$ cat src/rtl/puf_key_sequencer.sv
// Time-multiplexes one PUF cell over the words of a wide challenge and builds
// a majority-voted key from VOTES evaluations of each word.
module puf_key_sequencer #(
    parameter int NUM_WORDS = 8,
    parameter int WORD_W    = 16,
    parameter int VOTES     = 5,
    parameter int TIMEOUT   = 4095
) (
    input  logic                        clk,
    input  logic                        reset,
    input  logic                        start,
    input  logic [NUM_WORDS*WORD_W-1:0] challenge,
    output logic                        puf_start,
    output logic [WORD_W-1:0]           puf_challenge,
    input  logic                        puf_done,
    input  logic [WORD_W-1:0]           puf_response,
    output logic [NUM_WORDS*WORD_W-1:0] key_out,
    output logic                        key_valid,
    output logic                        busy,
    output logic                        error
);

    localparam int KW = NUM_WORDS * WORD_W;
    localparam int CW = 4;
    localparam int WW = $clog2(NUM_WORDS + 1);
    localparam int TW = $clog2(TIMEOUT + 1);

    typedef enum logic [2:0] {IDLE, ISSUE, WAIT, NEXT, DONE, ERR} state_t;

    state_t                       state_q, state_d;
    logic [KW-1:0]                chal_q, chal_d;
    logic [KW-1:0]                key_q, key_d;
    logic [WW-1:0]                w_q, w_d;
    logic [CW-1:0]                v_q, v_d;
    logic [WORD_W-1:0][CW-1:0]    cnt_q, cnt_d;
    logic [TW-1:0]                tcnt_q, tcnt_d;
    logic                         key_valid_q, key_valid_d;
    logic                         busy_q, busy_d;
    logic                         error_q, error_d;
    logic [WORD_W-1:0]            vote_w;

    // A response bit wins when strictly more than half of the evaluations saw a one.
    always_comb begin
        vote_w = '0;
        for (int i = 0; i < WORD_W; i++) begin
            vote_w[i] = cnt_q[i] > CW'(VOTES / 2);
        end
    end

    // Word 0 sits in the most significant slice of the challenge.
    always_comb begin
        puf_challenge = '0;
        for (int k = 0; k < NUM_WORDS; k++) begin
            if (w_q == WW'(k)) begin
                puf_challenge = chal_q[(NUM_WORDS-1-k)*WORD_W +: WORD_W];
            end
        end
    end

    always_comb begin
        state_d     = state_q;
        chal_d      = chal_q;
        key_d       = key_q;
        w_d         = w_q;
        v_d         = v_q;
        cnt_d       = cnt_q;
        tcnt_d      = tcnt_q;
        key_valid_d = key_valid_q;
        busy_d      = busy_q;
        error_d     = error_q;
        puf_start   = 1'b0;

        case (state_q)
            IDLE: begin
                if (start) begin
                    chal_d      = challenge;
                    key_valid_d = 1'b0;
                    error_d     = 1'b0;
                    w_d         = '0;
                    v_d         = '0;
                    cnt_d       = '0;
                    tcnt_d      = '0;
                    busy_d      = 1'b1;
                    state_d     = ISSUE;
                end
            end
            ISSUE: begin
                puf_start = 1'b1;
                state_d   = WAIT;
            end
            WAIT: begin
                if (puf_done) begin
                    for (int i = 0; i < WORD_W; i++) begin
                        cnt_d[i] = cnt_q[i] + CW'(puf_response[i]);
                    end
                    v_d     = v_q + CW'(1);
                    tcnt_d  = '0;
                    state_d = (v_d == CW'(VOTES)) ? NEXT : ISSUE;
                end else begin
                    tcnt_d = tcnt_q + TW'(1);
                    // Flags are raised on entry so error shows in the ERR cycle itself.
                    if (tcnt_d == TW'(TIMEOUT)) begin
                        error_d     = 1'b1;
                        busy_d      = 1'b0;
                        key_valid_d = 1'b0;
                        state_d     = ERR;
                    end
                end
            end
            NEXT: begin
                for (int k = 0; k < NUM_WORDS; k++) begin
                    if (w_q == WW'(k)) begin
                        key_d[(NUM_WORDS-1-k)*WORD_W +: WORD_W] = vote_w;
                    end
                end
                cnt_d   = '0;
                v_d     = '0;
                w_d     = w_q + WW'(1);
                state_d = (w_q == WW'(NUM_WORDS - 1)) ? DONE : ISSUE;
            end
            DONE: begin
                key_valid_d = 1'b1;
                busy_d      = 1'b0;
                state_d     = IDLE;
            end
            ERR: begin
                error_d     = 1'b1;
                busy_d      = 1'b0;
                key_valid_d = 1'b0;
                state_d     = IDLE;
            end
            default: state_d = IDLE;
        endcase
    end

    always_ff @(posedge clk or posedge reset) begin
        if (reset) begin
            state_q     <= IDLE;
            chal_q      <= '0;
            key_q       <= '1;
            w_q         <= '0;
            v_q         <= '0;
            cnt_q       <= '0;
            tcnt_q      <= '0;
            key_valid_q <= 1'b0;
            busy_q      <= 1'b0;
            error_q     <= 1'b0;
        end else begin
            state_q     <= state_d;
            chal_q      <= chal_d;
            key_q       <= key_d;
            w_q         <= w_d;
            v_q         <= v_d;
            cnt_q       <= cnt_d;
            tcnt_q      <= tcnt_d;
            key_valid_q <= key_valid_d;
            busy_q      <= busy_d;
            error_q     <= error_d;
        end
    end

    assign key_out   = key_q;
    assign key_valid = key_valid_q;
    assign busy      = busy_q;
    assign error     = error_q;

endmodule
$ cat config.mk
export PLATFORM = sky130hd
export DESIGN_NAME = puf_key_sequencer
export DESIGN_NICKNAME = d
export VERILOG_FILES = /design/src/rtl/puf_key_sequencer.sv
export SDC_FILE = /design/constraint.sdc
export NUM_CORES = 1
export LEC_CHECK = 0
export ABC_CLOCK_PERIOD_IN_PS = 26700
export CAP_MARGIN = 30
export CORE_MARGIN = 2
export CORE_UTILIZATION = 35
export DETAILED_ROUTE_END_ITERATION = 6
export GPL_TIMING_DRIVEN = 0
export HOLD_SLACK_MARGIN = 0.06
export SLEW_MARGIN = 5
export SYNTH_ARGS = -nofsm -noshare
export SYNTH_HDL_FRONTEND = slang
export SYNTH_SLANG_ARGS = --single-unit
$ cat constraint.sdc
create_clock -name clk -period 26.7 [get_ports clk]
set_input_delay 5.34 -clock clk [delete_from_list [all_inputs] [get_ports clk]]
set_output_delay 5.34 -clock clk [all_outputs]
set_load 0.01 [all_outputs]
# == After elaboration in Yosys (flattened, before gate mapping) ==
# Cells that the tools add are included.
# W data, S select, Z words.
# totals
regBits,346
out_inout_bits,148
in_bits,148
word_cells,145
# classes
n_addsub,19
n_eq_ne,19
n_reduce_logical,25
order_cmp,16
n_mux,34
# op_table
operator,count
$pmux W64 S3,1
$mux W16,8
$mux W64,2
$add A4 B1 Y4,16
$gt A4 B2 Y1 const B,16
$mux W12,2
$pmux W12 S2,1
$reduce_and A2 Y1,12
$eq A4 B3 Y1 const B,5
$add A12 B1 Y12 const B,1
$eq A12 B12 Y1 const B,1
$mux W3,4
$pmux W3 S4,1
$pmux W4 S3,1
$reduce_and A4 Y1,3
$reduce_bool A3 Y1,3
$add A4 B1 Y4 const B,2
$eq A4 B2 Y1 const B,2
$mux W4,2
$ne A2 B2 Y1 const B,4
$pmux W4 S2,1
$mux W1,7
$eq A3 B2 Y1 const B,2
$eq A3 B3 Y1 const B,2
other kinds (12),14

# == Logic depth before layout (Yosys ltp) ==
# logic_depth
word_depth,9
mapped_depth,9
mapped_depth_nobuf,7

# == Worst setup path after synthesis ==
# No wires, ideal clock.
# synth_path
path_kind,reg-to-output
from,register w_q[1]
to,output port puf_challenge[10]
arrival_ns,2.198
path_stages_with_launch,9
path_slack_ns,19.162
t_required_ns,21.360
path_cell_list,dfrtp_1 -> inv_1 -> ha_1 -> clkbuf_1 -> nor2b_1 -> buf_2 -> clkbuf_1 -> a221oi_1 -> a2111oi_0
# synth_via
elab_chain_cells,9
# synth_rtl
item,line_no,text
from (decl),33,"logic [WW-1:0] w_q, w_d;"
from (signal assigned),152,w_q <= w_d;
$logic_not A4 Y1,54,if (w_q == WW'(k)) begin
$mux W16 (7 in series),54,
$mux W16 (*),54,
to (decl),14,"output logic [WORD_W-1:0] puf_challenge,"
# Mark *: on every way between the ends. The rest lies on a longest branch, timed or not.

# == Worst setup path after layout ==
# layout_path
from,register w_q[0]
to,output port puf_challenge[3]
# Same word-level chain as after synthesis.

==> impl_metrics.ini <==
[die]
chipWidth_um = 211
initial_core_util_pct = 35.6
io_pins = 296
num_rows = 75
dieArea_um2 = 44600
core_um2 = 42100
die_h_um = 211

[route]
ant_nets = 0
wirelength_mm = 46.1
viasPerCell = 5.23
avgRoutedWirePerCell_um = 20.8
initialDrtViolationCount = 788
drc = 0
dr.pass1.iters = 5
vias = 11571

[place]
place_ws_ns = 17.79
hpwlAfterDp_mm = 33.9
place.gp.congestion = 0.821
post-place-cells = 2134
port_buffers = 295

[critical_path]
start_kind = register
cp_common_cell = clkbuf_1
slowest_delay_ns = 0.72
worstSetupEndpointType = output port
cp.required_ns = 21.36
cp_cell_sequence = inv_1 -> ha_1 -> clkbuf_1 -> clkbuf_1 -> a221oi_1 -> nor3_1 -> a211oi_1 -> a2111oi_0 -> clkdlybuf4s50_1
cp_max_fo = 10
critical_path_class = register to output port
arrival_ns = 4.13
cpMaxStageDelayCell = a2111oi_0
rrSetupSlack_ns = 24.09

[clocking]
cts_buffer_depth = 3
cts_tree = yes
clkSinkCount = 346
cts_root_buffer = clkbuf_16
cts_resized = 0
cts_setup_buffers = 0
cts_made_buffers = 40
h-tree-depth = 2
clkLatencyLatePin_ns = 0.54
hold_buffers = 0
cts.clk_slew.worst_paths_ns = 0.06

[synthesis]
syn_nets = 1472
syn-cell-area_um2 = 15000
yosysTopAreaCell = dfrtp_1
synth_area_per_cell_um2 = 11.7
synth_cell_type_count = 56
yosysTopAreaCellShare_pct = 36.3
synth-edff-count = 0
syn_inst = 1283
ys_warn_count = 0
synth_most_common_cell = dfrtp_1
synthTopCellsByArea = dfrtp_1, dfstp_2, mux2_2
ys_ff_latch = 346
synth_common_cells = dfrtp_1, dfstp_2, mux2_2
synthArstFlopShare_pct = 100
ys_seq_area_share_pct = 58.7
synthFlopType = dfrtp_1

[grt]
grt_overflow = 0
antenna_found_initial = 13
grt_max_degree = 117
grt_pass1_vias = 11866
grt_pass1_wl_mm = 69.8
grtUsageTotal_pct = 20.6

[finish]
final_nets = 1826
instances_no_fill = 2214
fin_util_pct = 47.9
drive_above_1_share_pct = 22.8
syn_to_final_growth_pct = 34.3

[sta]
period_minus_slack_ns = 9.47
slew_viol_final = 0
max-slew-margin-rel_pct = 41.8
fin_skew_ns = 0.0223
fin_crit_sh_pct = 35.5
max_freq_mhz = 106
grt_setup_unrepaired = no
tns_ns = 0
tightestPinTransition_ns = 0.871
setup_ws_ns = 17.23
timing.final.hold_violations = 0
setup_viol = 0

[power]
power.total_uw = 2170
ir_drop_mv = 0.0585
p_leak_uw = 0.00814
power_density_nw_per_um2 = 108

[worst_hold_path]
hold_class = register to register

[run_status]
status = complete, no violations

[run]
drv_cap = 0
==> flip-flops by register name, summed over array words and instances (netlist names), 3 cells and up <==
register,flops
chal_q,128
key_out,128
cnt_q,64
tcnt_q,12
v_q,4
w_q,4
state_q,3
==> final cells by class <==
type                            count  area (µm²)
Fill cell                        3846       22000
Sequential cell                   346        8820
Multi-Input combinational cell    835        5850
Timing Repair Buffer              312        3150
Clock buffer                       60        1150
Tap cell                          539         674
Buffer                             89         375
Clock inverter                      9        76.3
Inverter                           13        56.3
Antenna cell                       11        27.5
==> worst paths after layout <==
check	start	endpoint	cells after the start
max	w_q[0]$_DFFE_PP0P_	puf_challenge[3]	9
min	key_out[63]$_DFFE_PP1P_	key_out[63]$_DFFE_PP1P_	2
max reg2reg	w_q[1]$_DFFE_PP0P_	key_out[100]$_DFFE_PP1P_	8
min reg2reg	key_out[63]$_DFFE_PP1P_	key_out[63]$_DFFE_PP1P_	2
max in group asynchronous	reset	chal_q[79]$_DFFE_PP0P_	4
min in group asynchronous	reset	cnt_q[48]$_DFFE_PP0P_	2
==> cells in the final DEF, fill, tap and decap left out, types with 40 or more instances in the layout <==
cell,instances
a21oi_1,73
clkbuf_1,71
clkbuf_16,40
clkdlybuf4s50_1,295
dfrtp_1,218
dfstp_2,128
ha_1,41
mux2_2,128
nand2_1,100
nor2_1,110
o21ai_0,95
==> power by group <==
part	internal (µW)	leakage [µW]	switching (µW)
clock network	298	0.000597	217
registers	735	0.00408	117
logic	393	0.00346	414
total	1430	0.00814	748
==> kinds of logic (layout without fill, tap and decap cells) <==
| logic type | count (synthesis) | after routing | share of synthesized area (%) |
|---|---|---|---|
| muxes | 129 | 129 | 9.66 |
| adders and majority gates | 41 | 41 | 3.42 |
| AOI/OAI and AO/OA | 319 | 319 | 13.8 |
| other | 0 | 11 | 0 |
| DFF | 346 | 346 | 58.7 |
| and+or+nand+nor | 310 | 310 | 9.48 |
| buffers and inverters | 102 | 483 | 2.82 |
| xor gates and xnor gates | 36 | 36 | 2.10 |
==> critical path: cells and delay by family (launching register included) <==
family	cells	cell delay [ns]
AND/OR/NAND/NOR	1	0.34
adder cells (fa/ha/maj)	1	0.17
AO/OA/AOI/OAI	3	0.98
buffers and inverters	4	1.69
flip-flops	1	0.41
==> metrics by stage <==
stage | hold slack (ns) | cell area [µm²]
floorplan | 0.468 | 15000
global placement | 0.467 | 18600
detailed placement | 0.474 | 18900
CTS | 0.482 | 20100
global route | 0.495 | 20200
finish | 0.476 | 20200
==> metal layers <==
metal  track usage, %  vias to the layer above  part of all wire [%]
li1                 -                     5362                     -
met1             27.5                     5765                    44
met2             32.7                      358                    47
met3             4.80                       78                   6.6
met4             7.24                        8                   2.7
met5                0                        -                  0.11
(Power assumes the default switching activity.)
